[config.mk]
export PLATFORM = sky130hd
export DESIGN_NAME = srt4_quotient_converter
export DESIGN_NICKNAME = d
export VERILOG_FILES = /design/src/rtl/srt4_quotient_converter.sv
export SDC_FILE = /design/constraint.sdc
export NUM_CORES = 1
export LEC_CHECK = 0
export ABC_AREA = 1
export CORE_MARGIN = 5
export CORE_UTILIZATION = 43
export DETAILED_ROUTE_END_ITERATION = 7
export PLACE_DENSITY = 0.67
export SYNTH_ARGS = -nofsm -noshare
export SYNTH_HDL_FRONTEND = slang
export SYNTH_SLANG_ARGS = --single-unit
export TNS_END_PERCENT = 1
[constraint.sdc]
create_clock -name clk -period 1.3 [get_ports clk]
set_clock_uncertainty 0.05 [all_clocks]
set_input_delay 0.13 -clock clk [delete_from_list [all_inputs] [get_ports clk]]
set_output_delay 0.13 -clock clk [all_outputs]
set_load 0.02 [all_outputs]
[src/rtl/srt4_quotient_converter.sv]
// On-the-fly radix-4 quotient converter for an SRT-4 divider: builds Q/QM from signed digits,
// applies the final remainder correction when SRT4_QCONV_REM_FIX_EN is defined, hands off via valid/ready.
module srt4_quotient_converter #(
    parameter int N      = 8,
    parameter int DIGITS = N / 2
) (
    input  logic         clk,
    input  logic         rst,
    input  logic         start,
    input  logic         digit_valid,
    input  logic [2:0]   digit,
    input  logic         rem_neg,
    input  logic         q_ready,
    output logic [N-1:0] q_out,
    output logic         q_valid,
    output logic         busy,
    output logic         err
);

    localparam int            CW       = (DIGITS > 1) ? $clog2(DIGITS + 1) : 1;
    localparam logic [CW-1:0] LAST_CNT = CW'(DIGITS - 1);

    typedef enum logic [1:0] {
        ST_IDLE = 2'd0,
        ST_ACC  = 2'd1,
        ST_CORR = 2'd2,
        ST_DONE = 2'd3
    } state_t;

    state_t        state_r;
    state_t        state_nx_s;
    logic [N-1:0]  q_r;
    logic [N-1:0]  q_nx_s;
    logic [N-1:0]  qm_r;
    logic [N-1:0]  qm_nx_s;
    logic [CW-1:0] cnt_r;
    logic [CW-1:0] cnt_nx_s;
    logic          err_r;
    logic          err_nx_s;
    logic [N-1:0]  q_out_r;
    logic [N-1:0]  q_out_nx_s;
    logic          q_valid_r;
    logic          q_valid_nx_s;
    logic          busy_r;
    logic          busy_nx_s;
    logic          digit_ok_s;
    logic [2:0]    digit_eff_s;
    logic          digit_neg_s;
    logic          digit_pos_s;
    logic [1:0]    q_lo_s;
    logic [1:0]    qm_lo_s;

    function automatic logic digit_legal(input logic [2:0] d);
        case (d)
            3'b000, 3'b001, 3'b010, 3'b110, 3'b111: digit_legal = 1'b1;
            default:                                digit_legal = 1'b0;
        endcase
    endfunction

    // Digit decode: illegal codes collapse to zero, low-order appends for Q and QM.
    always_comb begin
        digit_ok_s  = digit_legal(digit);
        digit_eff_s = 3'b000;
        if (digit_ok_s) begin
            digit_eff_s = digit;
        end else begin
            digit_eff_s = 3'b000;
        end
        digit_neg_s = digit_eff_s[2];
        digit_pos_s = !digit_eff_s[2] && (digit_eff_s != 3'b000);
        // d and 4+d agree mod 4, as do d-1 and 3+d, so one expression serves each register.
        q_lo_s      = digit_eff_s[1:0];
        qm_lo_s     = digit_eff_s[1:0] - 2'd1;
    end

`ifndef SRT4_QCONV_REM_FIX_EN
    logic rem_neg_unused_s;
    assign rem_neg_unused_s = rem_neg;
`endif

    // Next-state and datapath update for the converter FSM.
    always_comb begin
        state_nx_s   = state_r;
        q_nx_s       = q_r;
        qm_nx_s      = qm_r;
        cnt_nx_s     = cnt_r;
        err_nx_s     = err_r;
        q_out_nx_s   = q_out_r;
        q_valid_nx_s = q_valid_r;
        if (start) begin
            state_nx_s   = ST_ACC;
            q_nx_s       = {N{1'b0}};
            qm_nx_s      = {N{1'b1}};
            cnt_nx_s     = {CW{1'b0}};
            err_nx_s     = 1'b0;
            q_valid_nx_s = 1'b0;
        end else begin
            case (state_r)
                ST_IDLE: begin
                    state_nx_s = ST_IDLE;
                end
                ST_ACC: begin
                    if (digit_valid) begin
                        if (digit_neg_s) begin
                            q_nx_s = {qm_r[N-3:0], q_lo_s};
                        end else begin
                            q_nx_s = {q_r[N-3:0], q_lo_s};
                        end
                        if (digit_pos_s) begin
                            qm_nx_s = {q_r[N-3:0], qm_lo_s};
                        end else begin
                            qm_nx_s = {qm_r[N-3:0], qm_lo_s};
                        end
                        if (!digit_ok_s) begin
                            err_nx_s = 1'b1;
                        end else begin
                            err_nx_s = err_r;
                        end
                        cnt_nx_s = cnt_r + CW'(1);
                        if (cnt_r == LAST_CNT) begin
                            state_nx_s = ST_CORR;
                        end else begin
                            state_nx_s = ST_ACC;
                        end
                    end else begin
                        state_nx_s = ST_ACC;
                    end
                end
                ST_CORR: begin
`ifdef SRT4_QCONV_REM_FIX_EN
                    // A negative final remainder means the last digit overshot by one ulp.
                    if (rem_neg) begin
                        q_out_nx_s = qm_r;
                    end else begin
                        q_out_nx_s = q_r;
                    end
`else
                    q_out_nx_s = q_r;
`endif
                    q_valid_nx_s = 1'b1;
                    state_nx_s   = ST_DONE;
                end
                ST_DONE: begin
                    if (q_valid_r && q_ready) begin
                        q_valid_nx_s = 1'b0;
                        state_nx_s   = ST_IDLE;
                    end else begin
                        state_nx_s = ST_DONE;
                    end
                end
                default: begin
                    state_nx_s = ST_IDLE;
                end
            endcase
        end
        busy_nx_s = (state_nx_s == ST_ACC) || (state_nx_s == ST_CORR);
    end

    // State, conversion registers and registered outputs.
    always_ff @(posedge clk) begin
        if (rst) begin
            state_r   <= ST_IDLE;
            q_r       <= {N{1'b0}};
            qm_r      <= {N{1'b1}};
            cnt_r     <= {CW{1'b0}};
            err_r     <= 1'b0;
            q_out_r   <= {N{1'b0}};
            q_valid_r <= 1'b0;
            busy_r    <= 1'b0;
        end else begin
            state_r   <= state_nx_s;
            q_r       <= q_nx_s;
            qm_r      <= qm_nx_s;
            cnt_r     <= cnt_nx_s;
            err_r     <= err_nx_s;
            q_out_r   <= q_out_nx_s;
            q_valid_r <= q_valid_nx_s;
            busy_r    <= busy_nx_s;
        end
    end

    assign q_out   = q_out_r;
    assign q_valid = q_valid_r;
    assign busy    = busy_r;
    assign err     = err_r;

endmodule

==> results of run 1 <==
path summary, 6_finish.rpt:
path | cells past startpoint | end
max | 7 | state_r[0]$_SDFF_PP0_
min | 4 | q_r[1]$_SDFFE_PP0P_
max reg2reg | 7 | state_r[0]$_SDFF_PP0_
min reg2reg | 2 | q_out[6]$_SDFFE_PP0P_
registers in the layout, indices dropped and copies added, names as in the netlist:
signal,count
err,1
state_r,2
cnt_r,3
q_out,8
q_r,8
qm_r,6
q_valid,1
busy,1
where the power goes:
group	total (mW)	switching [mW]	internal (mW)
combinational	0.220	0.118	0.103
clock	0.571	0.309	0.262
sequential	0.955	0.0156	0.939
per-layer routing:
metal,routed length [um],vias up,share of wire (%),global-route usage (%)
li1,-,674,-,-
met1,1270,545,45,15.5
met2,1330,22,48,24.8
met3,136,5,4.9,4.05
met4,51,0,1.8,6.09
met5,0,-,0,0
kinds of logic after synthesis:
group | Yosys count
AOI/OAI and AO/OA | 35
adders and majority gates | 3
buffers and inverters | 34
DFF | 30
and+or+nand+nor | 81
cells in the final DEF (no fill, tap or decap), drive strengths merged:
master         netlist  layout
o21bai               1       1
nand2               41      41
dlygate4sd2          0      12
o21a                 4       4
o21ai                7       7
inv                 25      25
dfxtp               30      30
nand3               26      26
and3                 1       1
ha                   3       3
clkinv               1       2
clkdlybuf4s50        0       4
nor2                 7       7
clkbuf               1       7
a21oi               21      21
nand4                6       6
dlymetal6s2s         0       2
a31oi                1       1
buf                  7      19
o211ai               1       1
tightest hold or removal path: cells and delay by family:
family / cells / cell delay (ns)
buffers and inverters: 2 / 0.26
AND/OR/NAND/NOR: 1 / 0.11
AO/OA/AOI/OAI: 1 / 0.04
repair_timing:
item                                    4_1_cts  5_1_grt
gates resized for setup                      13        4
endpoints found under the setup margin       15        8
setup buffers                                 0        0
per-stage QoR:
step                      cell area, sq um  cells  setup TNS (ns)
after floorplan                       1370    183               0
after global placement                1700    256           -2.25
after detailed placement              1700    256           -2.98
after CTS                             1750    264               0
after global routing                  1760    264         -0.0120
final                                 1760    264               0
final cells by class:
cell class                 count  area [sq um]
tap                           44          55.1
multi-input combinational    119           618
clock inverter                 1          5.00
inverter                      26          97.6
sequential                    30           602
clock buffer                   7          55.1
fill                         310          1290
timing repair buffer          37           325
==> reports/qor.log, run 1 <==
qor: final_layout.final_nets 231
qor: power.p_per_area 993 nW/um^2
qor: logic_synthesis.synthDominantAreaCellType sky130_fd_sc_hd__dfxtp_1
qor: placed_design.detailedPlace.worstSlack -0.371 ns
qor: power.power.static_leakage 0.847 nW
qor: logic_synthesis.post-synth-top-count-cell sky130_fd_sc_hd__nand2_1
qor: logic_synthesis.asyncSetResetFlopFracSynth 0%
qor: placed_design.dp_hpwl 2.14 mm
qor: clock_tree.clock-sinks 30
qor: floorplanning.start_util 45.0%
qor: grt.number_of_global_route_vias_before_repair 1,183
qor: setup_path.cell_type_group_with_the_largest_total_delay_on_the_critical_path adder cells
qor: final_layout.finalCoreUtilization 57.6%
qor: sta.worst_pin_slew 0.319 ns
qor: setup_path.r2r_setup_slack 0.07 ns
qor: clock_tree.cts-htree-levels 2
qor: outcome.status complete, no violations
qor: logic_synthesis.yosys.area_share.xor_xnor 0%
qor: logic_synthesis.synth_ff_type sky130_fd_sc_hd__dfxtp_1
qor: floorplanning.horiz_die_dim 66.5 um
qor: sta.report.final.slew_viol_count 0
qor: sta.worst_hold_slack 0.200 ns
qor: min_path.startpoint_of_the_lowest_slack_hold_path digit[1]
qor: setup_path.crit_type reg -> reg
qor: detailed_routing.detail-route-antenna-nets 0
qor: final_layout.share_of_cells_above_drive_strength_1 17.3%
qor: logic_synthesis.synthTopCellsByArea sky130_fd_sc_hd__dfxtp_1 44%, sky130_fd_sc_hd__nand2_1 10%, sky130_fd_sc_hd__nand3_1 9.1%
qor: sta.timing.final.ws_setup 0.0674 ns
qor: setup_path.startpoint_of_the_worst_register_to_register_path cnt_r[0]$_SDFFE_PP0P_
qor: sta.max_slew_margin 78.6%
qor: grt.grt_antenna_before_repair 0
qor: logic_synthesis.ys_top_cells_by_count 37 x sky130_fd_sc_hd__nand2_1, 30 x sky130_fd_sc_hd__dfxtp_1, 25 x sky130_fd_sc_hd__nand3_1, 22 x sky130_fd_sc_hd__inv_1, 21 x sky130_fd_sc_hd__a21oi_1
qor: detailed_routing.dr.pass1.iters 4
qor: detailed_routing.dr.first_iter.drc_count 56
qor: min_path.min-delay-path-class in -> reg
qor: logic_synthesis.synth-edff-count 0
qor: setup_path.critical_path.cell_chain ha_1, ha_1, nand2_1, inv_1, o21ai_0, o21bai_1, inv_1
qor: sta.report.final.setup_viol 0
qor: detailed_routing.post_detailed_routing_wire_length 2.79 mm
qor: floorplanning.placeableCoreArea 3050 sq um
qor: floorplanning.full_die_area 4430 sq um
qor: placed_design.portBuffers 18
qor: floorplanning.floorplan.die.height 66.5 um
qor: logic_synthesis.yosysSeqAreaShare 43.7%
qor: placed_design.gp_congestion 0.824
qor: logic_synthesis.synth_top_family_by_area simple AND/OR/NAND/NOR gates
qor: clock_tree.cts-hold-fix-buffers 0
qor: detailed_routing.routed_wire_length_per_instance 10.6 um
qor: clock_tree.clock_insertion_delay_worst_skew 0.33 ns
qor: logic_synthesis.yosys.area_share.adder 2.73%
qor: clock_tree.cts.reportedPaths.clkPinSlew 0.09 ns
qor: clock_tree.root_buffer sky130_fd_sc_hd__clkbuf_4
qor: detailed_routing.vias 1,246
qor: logic_synthesis.synth.yosys.warnings 0
qor: setup_path.worstPathMaxFanout 2
qor: setup_path.critPathMaxStageDelay 0.32 ns
qor: final_layout.synthesis_to_finish_area_growth 28.0%
qor: run.max_cap_violations 0
qor: final_layout.num_antenna_cells 0
qor: grt.grt_overflow_total 0
qor: logic_synthesis.synth.cell_area 1370 sq um
qor: detailed_routing.detail_route.vias_per_cell 4.72
qor: setup_path.crit_path_top_delay_cell sky130_fd_sc_hd__dfxtp_1
qor: logic_synthesis.syn_inst 183
qor: floorplanning.core.rowCount 20
qor: sta.final.min_clock_period 1.23 ns
qor: grt.grt_max_degree 20
qor: floorplanning.num_io_pins 20
qor: sta.final.period_utilization 94.8%
qor: grt.grt_usage 14.0%
qor: setup_path.worstSetupStartpointType flop
qor: setup_path.startpoint cnt_r[0]$_SDFFE_PP0P_
qor: power.peakVddDrop 574 uV
qor: clock_tree.clock_tree.buffer_depth 2
qor: logic_synthesis.number_of_storage_elements_in_the_synthesis_netlist 30
qor: detailed_routing.detail_route.drc_violations 0
qor: setup_path.buffers_inverters_on_critical_path 2
qor: setup_path.required 1.53 ns
qor: sta.max_freq 811 MHz
qor: setup_path.end_kind flop
qor: clock_tree.cts_tree done
qor: logic_synthesis.syn-num-nets 195
qor: logic_synthesis.share_of_the_synthesized_area_in_compound_gates_ao_oa_aoi_oai 13.9%
qor: logic_synthesis.syn_avg_cell_area 7.51 sq um
qor: setup_path.arrival 1.46 ns
qor: logic_synthesis.synth.area.mux_share 0%
qor: power.report.power.total 1.75 mW
qor: logic_synthesis.yosys.area_share.simple 28.0%
qor: sta.finalHoldViolations 0
qor: grt.wire_length_of_the_first_global_routing_pass 4.79 mm
qor: clock_tree.numCtsBuffers 5
qor: logic_synthesis.yosysUniqueCellTypes 25
qor: logic_synthesis.synth_top_cell_area_share 43.7%
Note: power is estimated with default switching activity, not from simulation.
==> inputs of run 2 (changes only) <==
--- a/config.mk
+++ b/config.mk
@@ -9,6 +9,7 @@
 export CORE_MARGIN = 5
 export CORE_UTILIZATION = 43
 export DETAILED_ROUTE_END_ITERATION = 7
+export HOLD_SLACK_MARGIN = 0.05
 export PLACE_DENSITY = 0.67
 export SYNTH_ARGS = -nofsm -noshare
 export SYNTH_HDL_FRONTEND = slang
==> constraint.sdc (replaced) <==
create_clock -name clk -period 1.45 [get_ports clk]
set_clock_uncertainty 0.05 [all_clocks]
set_input_delay 0.145 -clock clk [delete_from_list [all_inputs] [get_ports clk]]
set_output_delay 0.145 -clock clk [all_outputs]
set_load 0.02 [all_outputs]
==> run 2 against run 1 <==
Critical path depth is 3 higher; flip-flop and latch count stayed put; via count is 0.24% higher; routed wire length is 1.3% lower.
==> reports/qor.log, run 2 (synthesized netlist as in run 1, its figures left out) <==
qor: final_layout.num_antenna_cells 0
qor: grt.grt_util_met2 24.5%
qor: floorplanning.core.rowCount 20
qor: clock_tree.clock-sinks 30
qor: sta.final.min_clock_period 1.30 ns
qor: detailed_routing.post_detailed_routing_wire_length 2.75 mm
qor: detailed_routing.detail_route.vias_per_cell 4.77
qor: outcome.status complete, no violations
qor: grt.grt_usage 14.4%
qor: detailed_routing.detail_route.drc_violations 0
qor: sta.report.final.setup_viol 0
qor: placed_design.portBuffers 18
qor: setup_path.buffers_inverters_on_critical_path 3
qor: clock_tree.clock_tree.buffer_depth 2
qor: power.power.switching 390 uW
qor: grt.globalRouteMet3Util 5.23%
qor: setup_path.worstPathMaxFanout 5
qor: min_path.min-delay-path-class in -> reg
qor: grt.number_of_global_route_vias_before_repair 1,187
qor: detailed_routing.dr.first_iter.drc_count 29
qor: floorplanning.floorplan.die.height 66.5 um
qor: clock_tree.cts-hold-fix-buffers 0
qor: setup_path.critPathMaxStageDelay 0.51 ns
qor: final_layout.mostFrequentLayoutCell sky130_fd_sc_hd__nand2_1
qor: grt.top_usage_layer met2
qor: clock_tree.cts.reportedPaths.clkPinSlew 0.09 ns
qor: floorplanning.start_util 45.0%
qor: clock_tree.clock_insertion_delay_worst_skew 0.32 ns
qor: setup_path.end_kind flop
qor: power.p_int 1.17 mW
qor: clock_tree.root_buffer sky130_fd_sc_hd__clkbuf_4
qor: detailed_routing.dr.pass1.iters 4
qor: grt.grt_antenna_before_repair 0
qor: sta.final.period_utilization 89.8%
qor: setup_path.cell_type_group_with_the_largest_total_delay_on_the_critical_path buffers and inverters
qor: power.seq_power_share 54.9%
qor: power.power_frac_clock 32.5%
qor: grt.grt_overflow_total 0
qor: setup_path.worstSetupStartpointType primary input
qor: floorplanning.num_io_pins 20
qor: sta.timing.final.ws_setup 0.148 ns
qor: floorplanning.placeableCoreArea 3050 sq um
qor: sta.worst_pin_slew 0.307 ns
qor: grt.wire_length_of_the_first_global_routing_pass 4.81 mm
qor: setup_path.crit_type in -> reg
qor: power.share_comb_of_total_power 12.6%
qor: final_layout.finalCoreUtilization 56.9%
qor: sta.max_slew_margin 79.5%
qor: power.peakVddDrop 471 uV
qor: setup_path.arrival 1.52 ns
qor: final_layout.layout.cells.most_common_list 37 x sky130_fd_sc_hd__nand2_1, 30 x sky130_fd_sc_hd__dfxtp_1, 25 x sky130_fd_sc_hd__nand3_1
qor: floorplanning.full_die_area 4430 sq um
qor: detailed_routing.routed_wire_length_per_instance 10.5 um
qor: sta.rsz0062_at_grt false
qor: grt.grt_util_met1 15.8%
qor: power.p_per_area 897 nW/um^2
qor: placed_design.gp_congestion 0.839
qor: power.switching_share_of_power 25.0%
qor: floorplanning.horiz_die_dim 66.5 um
qor: clock_tree.cts_tree done
qor: sta.report.final.slew_viol_count 0
qor: power.power.static_leakage 0.822 nW
qor: clock_tree.numCtsBuffers 5
qor: clock_tree.cts-htree-levels 2
qor: grt.grt_max_degree 20
qor: placed_design.detailedPlace.worstSlack -0.194 ns
qor: detailed_routing.detail-route-antenna-nets 0
qor: sta.max_freq 768 MHz
qor: setup_path.crit_path_top_delay_cell sky130_fd_sc_hd__clkdlybuf4s50_1
qor: setup_path.critical_path.cell_chain clkdlybuf4s50_1, inv_2, nand3_1, nand3_1, ha_1, inv_2, nand2_1, nand2_1, nand3_1, nand2_1
qor: detailed_routing.vias 1,249
qor: run.max_cap_violations 0
qor: placed_design.dp_hpwl 2.14 mm
qor: sta.fin_setup_tns 0 ns
qor: final_layout.share_of_cells_above_drive_strength_1 16.1%
qor: final_layout.final_nets 229
qor: sta.finalHoldViolations 0
qor: final_layout.synthesis_to_finish_area_growth 26.4%
qor: setup_path.required 1.67 ns
run 2: changes by cell type in the layout (fill, tap and decap cells not counted):
cell,previous run,this run
sky130_fd_sc_hd__dlymetal6s2s_1,2,1
sky130_fd_sc_hd__clkdlybuf4s50_1,4,7
sky130_fd_sc_hd__dfxtp_2,1,0
sky130_fd_sc_hd__dfxtp_1,29,30
sky130_fd_sc_hd__dlygate4sd2_1,12,10
sky130_fd_sc_hd__nand2_2,2,3
sky130_fd_sc_hd__buf_4,18,16
sky130_fd_sc_hd__nand2_4,2,1
run 2: path summary, 6_finish.rpt:
| kind | start | to | slack, ns | depth (start not counted) |
|---|---|---|---|---|
| worst min register to register | q_out[1]$_SDFFE_PP0P_ | q_out[1]$_SDFFE_PP0P_ | 0.41 | 2 |
| worst max register to register | state_r[0]$_SDFF_PP0_ | q_r[0]$_SDFFE_PP0P_ | 0.21 | 5 |
| worst min-delay path | q_ready | q_valid$_SDFFE_PP0P_ | 0.37 | 2 |
| worst max-delay path | digit[2] | qm_r[5]$_SDFFE_PP1P_ | 0.15 | 10 |
run 2: area by class of cell:
type,instances,area (sq um)
Clock buffer,7,55.1
Clock inverter,1,5.00
Fill cell,321,1320
Inverter,26,97.6
Multi-Input combinational cell,119,613
Sequential cell,30,601
Tap cell,44,55.1
Timing Repair Buffer,35,310
run 2: power by group through the flow:
| stage | sequential, mW | clock [mW] | combinational (mW) |
|---|---|---|---|
| 2_1_floorplan | 0.874 | 0 | 0.120 |
| 3_5_place_dp | 0.875 | 0 | 0.195 |
| 4_1_cts | 0.856 | 0.528 | 0.196 |
| 5_1_grt | 0.858 | 0.561 | 0.219 |
| 3_3_place_gp | 0.874 | 0 | 0.191 |
| 6_report | 0.856 | 0.506 | 0.196 |
run 2: through the flow:
stage	power [mW]	cells	hold WS, ns	cell area, sq um
3_3_place_gp	1.07	254	0.400	1690
6_report	1.56	262	0.371	1740
5_1_grt	1.64	262	0.375	1740
3_5_place_dp	1.07	254	0.404	1690
2_1_floorplan	0.994	183	0.205	1370
4_1_cts	1.58	262	0.363	1730
run 2: repair_timing:
action	in CTS	in global routing
pin swaps	0	0
setup buffers	0	0
gates resized for setup	10	2
endpoints found under the setup margin	10	2
hold endpoints to repair	0	0
run 2: per-layer routing:
layer	part of all wire [%]	up-vias
met1	47	560
met2	47	20
met4	1.3	0
li1	-	665
met3	4.4	4
met5	0	-
==> inputs of run 3 (changes only) <==
--- a/config.mk
+++ b/config.mk
@@ -10,6 +10,7 @@
 export CORE_UTILIZATION = 43
 export DETAILED_ROUTE_END_ITERATION = 7
 export HOLD_SLACK_MARGIN = 0.05
+export MAX_ROUTING_LAYER = met4
 export PLACE_DENSITY = 0.67
 export SYNTH_ARGS = -nofsm -noshare
 export SYNTH_HDL_FRONTEND = slang
==> run 3 against run 2 <==
Register-to-register slack better by 0.02 ns; total power about the same; worst setup slack lost 0.034 ns; die area stayed put; critical path depth stayed put; cell count fell by 1.1%; clock power increased by 1%; sequential share of layout area up 0.45 points; largest power group unchanged; via count is 0.32% higher; global-route usage increased by 1.1 points; first-iteration DRC count rose by 48%.
==> reports/qor.log, run 3 (synthesized netlist as in run 1, its figures left out) <==
qor: placed_design.gp_congestion 0.858
qor: final_layout.layout.cells.most_common_list 37 x sky130_fd_sc_hd__nand2_1, 30 x sky130_fd_sc_hd__dfxtp_1, 25 x sky130_fd_sc_hd__nand3_1
qor: clock_tree.root_buffer sky130_fd_sc_hd__clkbuf_4
qor: power.power.switching 394 uW
qor: sta.finalHoldViolations 0
qor: sta.worst_pin_slew 0.301 ns
qor: detailed_routing.post_detailed_routing_wire_length 2.81 mm
qor: min_path.min-delay-path-class in -> reg
qor: final_layout.final_nets 226
qor: clock_tree.cts_tree done
qor: final_layout.mostFrequentLayoutCell sky130_fd_sc_hd__nand2_1
qor: sta.final.period_utilization 92.1%
qor: floorplanning.core.rowCount 20
qor: sta.report.final.setup_viol 0
qor: grt.grt_usage 15.4%
qor: power.peakVddDrop 517 uV
qor: power.power_frac_clock 32.8%
qor: clock_tree.numCtsBuffers 5
qor: final_layout.finalCoreUtilization 56.1%
qor: clock_tree.cts-htree-levels 2
qor: sta.final.min_clock_period 1.34 ns
qor: sta.max_slew_margin 79.9%
qor: clock_tree.clock_tree.buffer_depth 2
qor: setup_path.critical_path.cell_chain clkdlybuf4s50_1, inv_2, nand3_1, nand3_1, ha_1, inv_2, nand2_1, nand2_1, nand3_1, nand2_1
qor: placed_design.portBuffers 18
qor: placed_design.placedInstanceArea 1660 sq um
qor: detailed_routing.detail_route.vias_per_cell 4.84
qor: grt.grt_antenna_before_repair 0
qor: grt.grt_max_degree 20
qor: run.max_cap_violations 0
qor: setup_path.rr_endpoint q_r[0]$_SDFFE_PP0P_
qor: sta.fin_setup_tns 0 ns
qor: setup_path.crit_path_top_delay_cell sky130_fd_sc_hd__clkdlybuf4s50_1
qor: setup_path.required 1.67 ns
qor: setup_path.end_kind flop
qor: detailed_routing.detail-route-antenna-nets 0
qor: final_layout.synthesis_to_finish_area_growth 24.8%
qor: sta.max_freq 748 MHz
qor: outcome.status complete, no violations
qor: floorplanning.placeableCoreArea 3050 sq um
qor: sta.rsz0062_at_grt false
qor: setup_path.worstSetupStartpointType primary input
qor: min_path.hold-path-endpoint q_valid$_SDFFE_PP0P_
qor: clock_tree.clock-sinks 30
qor: power.p_per_area 908 nW/um^2
qor: power.switching_share_of_power 25.3%
qor: final_layout.filler_cell_count 316
qor: detailed_routing.vias 1,253
qor: detailed_routing.dr.first_iter.drc_count 43
qor: floorplanning.full_die_area 4430 sq um
qor: floorplanning.floorplan.die.height 66.5 um
qor: detailed_routing.detail_route.drc_violations 0
qor: sta.report.final.slew_viol_count 0
qor: setup_path.r2r_cells 5
qor: setup_path.startpoint_of_the_worst_register_to_register_path state_r[0]$_SDFF_PP0_
qor: final_layout.final_area 1710 sq um
qor: power.power.static_leakage 0.808 nW
qor: floorplanning.horiz_die_dim 66.5 um
qor: setup_path.critPathMaxStageDelay 0.52 ns
qor: setup_path.crit_type in -> reg
qor: detailed_routing.dr.pass1.iters 4
qor: clock_tree.cts-hold-fix-buffers 0
qor: clock_tree.cts.reportedPaths.clkPinSlew 0.09 ns
qor: final_layout.num_antenna_cells 0
qor: power.share_comb_of_total_power 12.2%
qor: floorplanning.num_io_pins 20
qor: sta.worst_hold_slack 0.381 ns
qor: setup_path.worstPathMaxFanout 5
qor: min_path.startpoint_of_the_lowest_slack_hold_path q_ready
qor: grt.number_of_global_route_vias_before_repair 1,260
qor: clock_tree.postCtsSetupBuffers 0
qor: setup_path.arrival 1.56 ns
qor: floorplanning.start_util 45.0%
qor: clock_tree.clock_insertion_delay_worst_skew 0.32 ns
qor: detailed_routing.routed_wire_length_per_instance 10.8 um
qor: final_layout.share_of_cells_above_drive_strength_1 14.9%
qor: grt.grt_overflow_total 0
qor: power.p_int 1.16 mW
qor: placed_design.dp_hpwl 2.14 mm
qor: grt.wire_length_of_the_first_global_routing_pass 5.07 mm
qor: power.seq_power_share 55.0%
qor: min_path.holdPathStages 2
qor: setup_path.r2r_setup_slack 0.23 ns
## run 3: layer usage
layer	vias to the layer above	wire length, um	global-route usage, %
met5	-	0	-
met4	0	42	6.60
met3	4	137	6.24
met2	29	1350	26.0
met1	561	1270	15.9
li1	659	-	-
## run 3: how the worst max path moves through the flow
stage / from / to / slack [ns]
after floorplan: digit[1] / qm_r[2]$_SDFFE_PP1P_ / 0.29
after global placement: digit[2] / qm_r[5]$_SDFFE_PP1P_ / -0.14
after detailed placement: digit[2] / qm_r[5]$_SDFFE_PP1P_ / -0.23
after CTS: busy$_SDFF_PP0_ / busy / 0.01
after global routing: digit[2] / qm_r[4]$_SDFFE_PP1P_ / 0.01
final: digit[2] / qm_r[4]$_SDFFE_PP1P_ / 0.11
## run 3: power groups by stage
stage               registers [mW]  logic (mW)  clock network (mW)
global route                 0.858       0.215               0.575
floorplan                    0.874       0.120                   0
detailed placement           0.875       0.189                   0
finish                       0.856       0.190               0.511
global placement             0.874       0.185                   0
CTS                          0.856       0.191               0.529
## run 3: final cells by class
cell class                      instances  area [sq um]  share of cell area, %
Clock inverter                          1          5.00                  0.292
Inverter                               26          97.6                   5.69
Multi-Input combinational cell        119           613                   35.8
Clock buffer                            7          55.1                   3.21
Sequential cell                        30           601                   35.0
Tap cell                               44          55.1                   3.21
Timing Repair Buffer                   32           288                   16.8
## run 3: worst max-delay path, delay by kind of cell
kind	cells	cell delay, ns
buffers and inverters	3	0.68
adders and majority gates	1	0.21
and+or+nand+nor	6	0.54
## run 3: repair_timing
| action | CTS | global route |
|---|---|---|
| gates resized for setup | 10 | 2 |
| setup endpoints to repair | 10 | 5 |
| cloned | 0 | 0 |
| endpoints found under the hold margin | 0 | 0 |
## run 3: metrics by stage
| stage | power, mW | setup WS, ns | cells |
|---|---|---|---|
| 2_1_floorplan | 0.994 | 0.290 | 183 |
| 3_3_place_gp | 1.06 | -0.142 | 251 |
| 3_5_place_dp | 1.06 | -0.233 | 251 |
| 4_1_cts | 1.58 | 0.0138 | 259 |
| 5_1_grt | 1.65 | 0.0103 | 259 |
| 6_report | 1.56 | 0.114 | 259 |
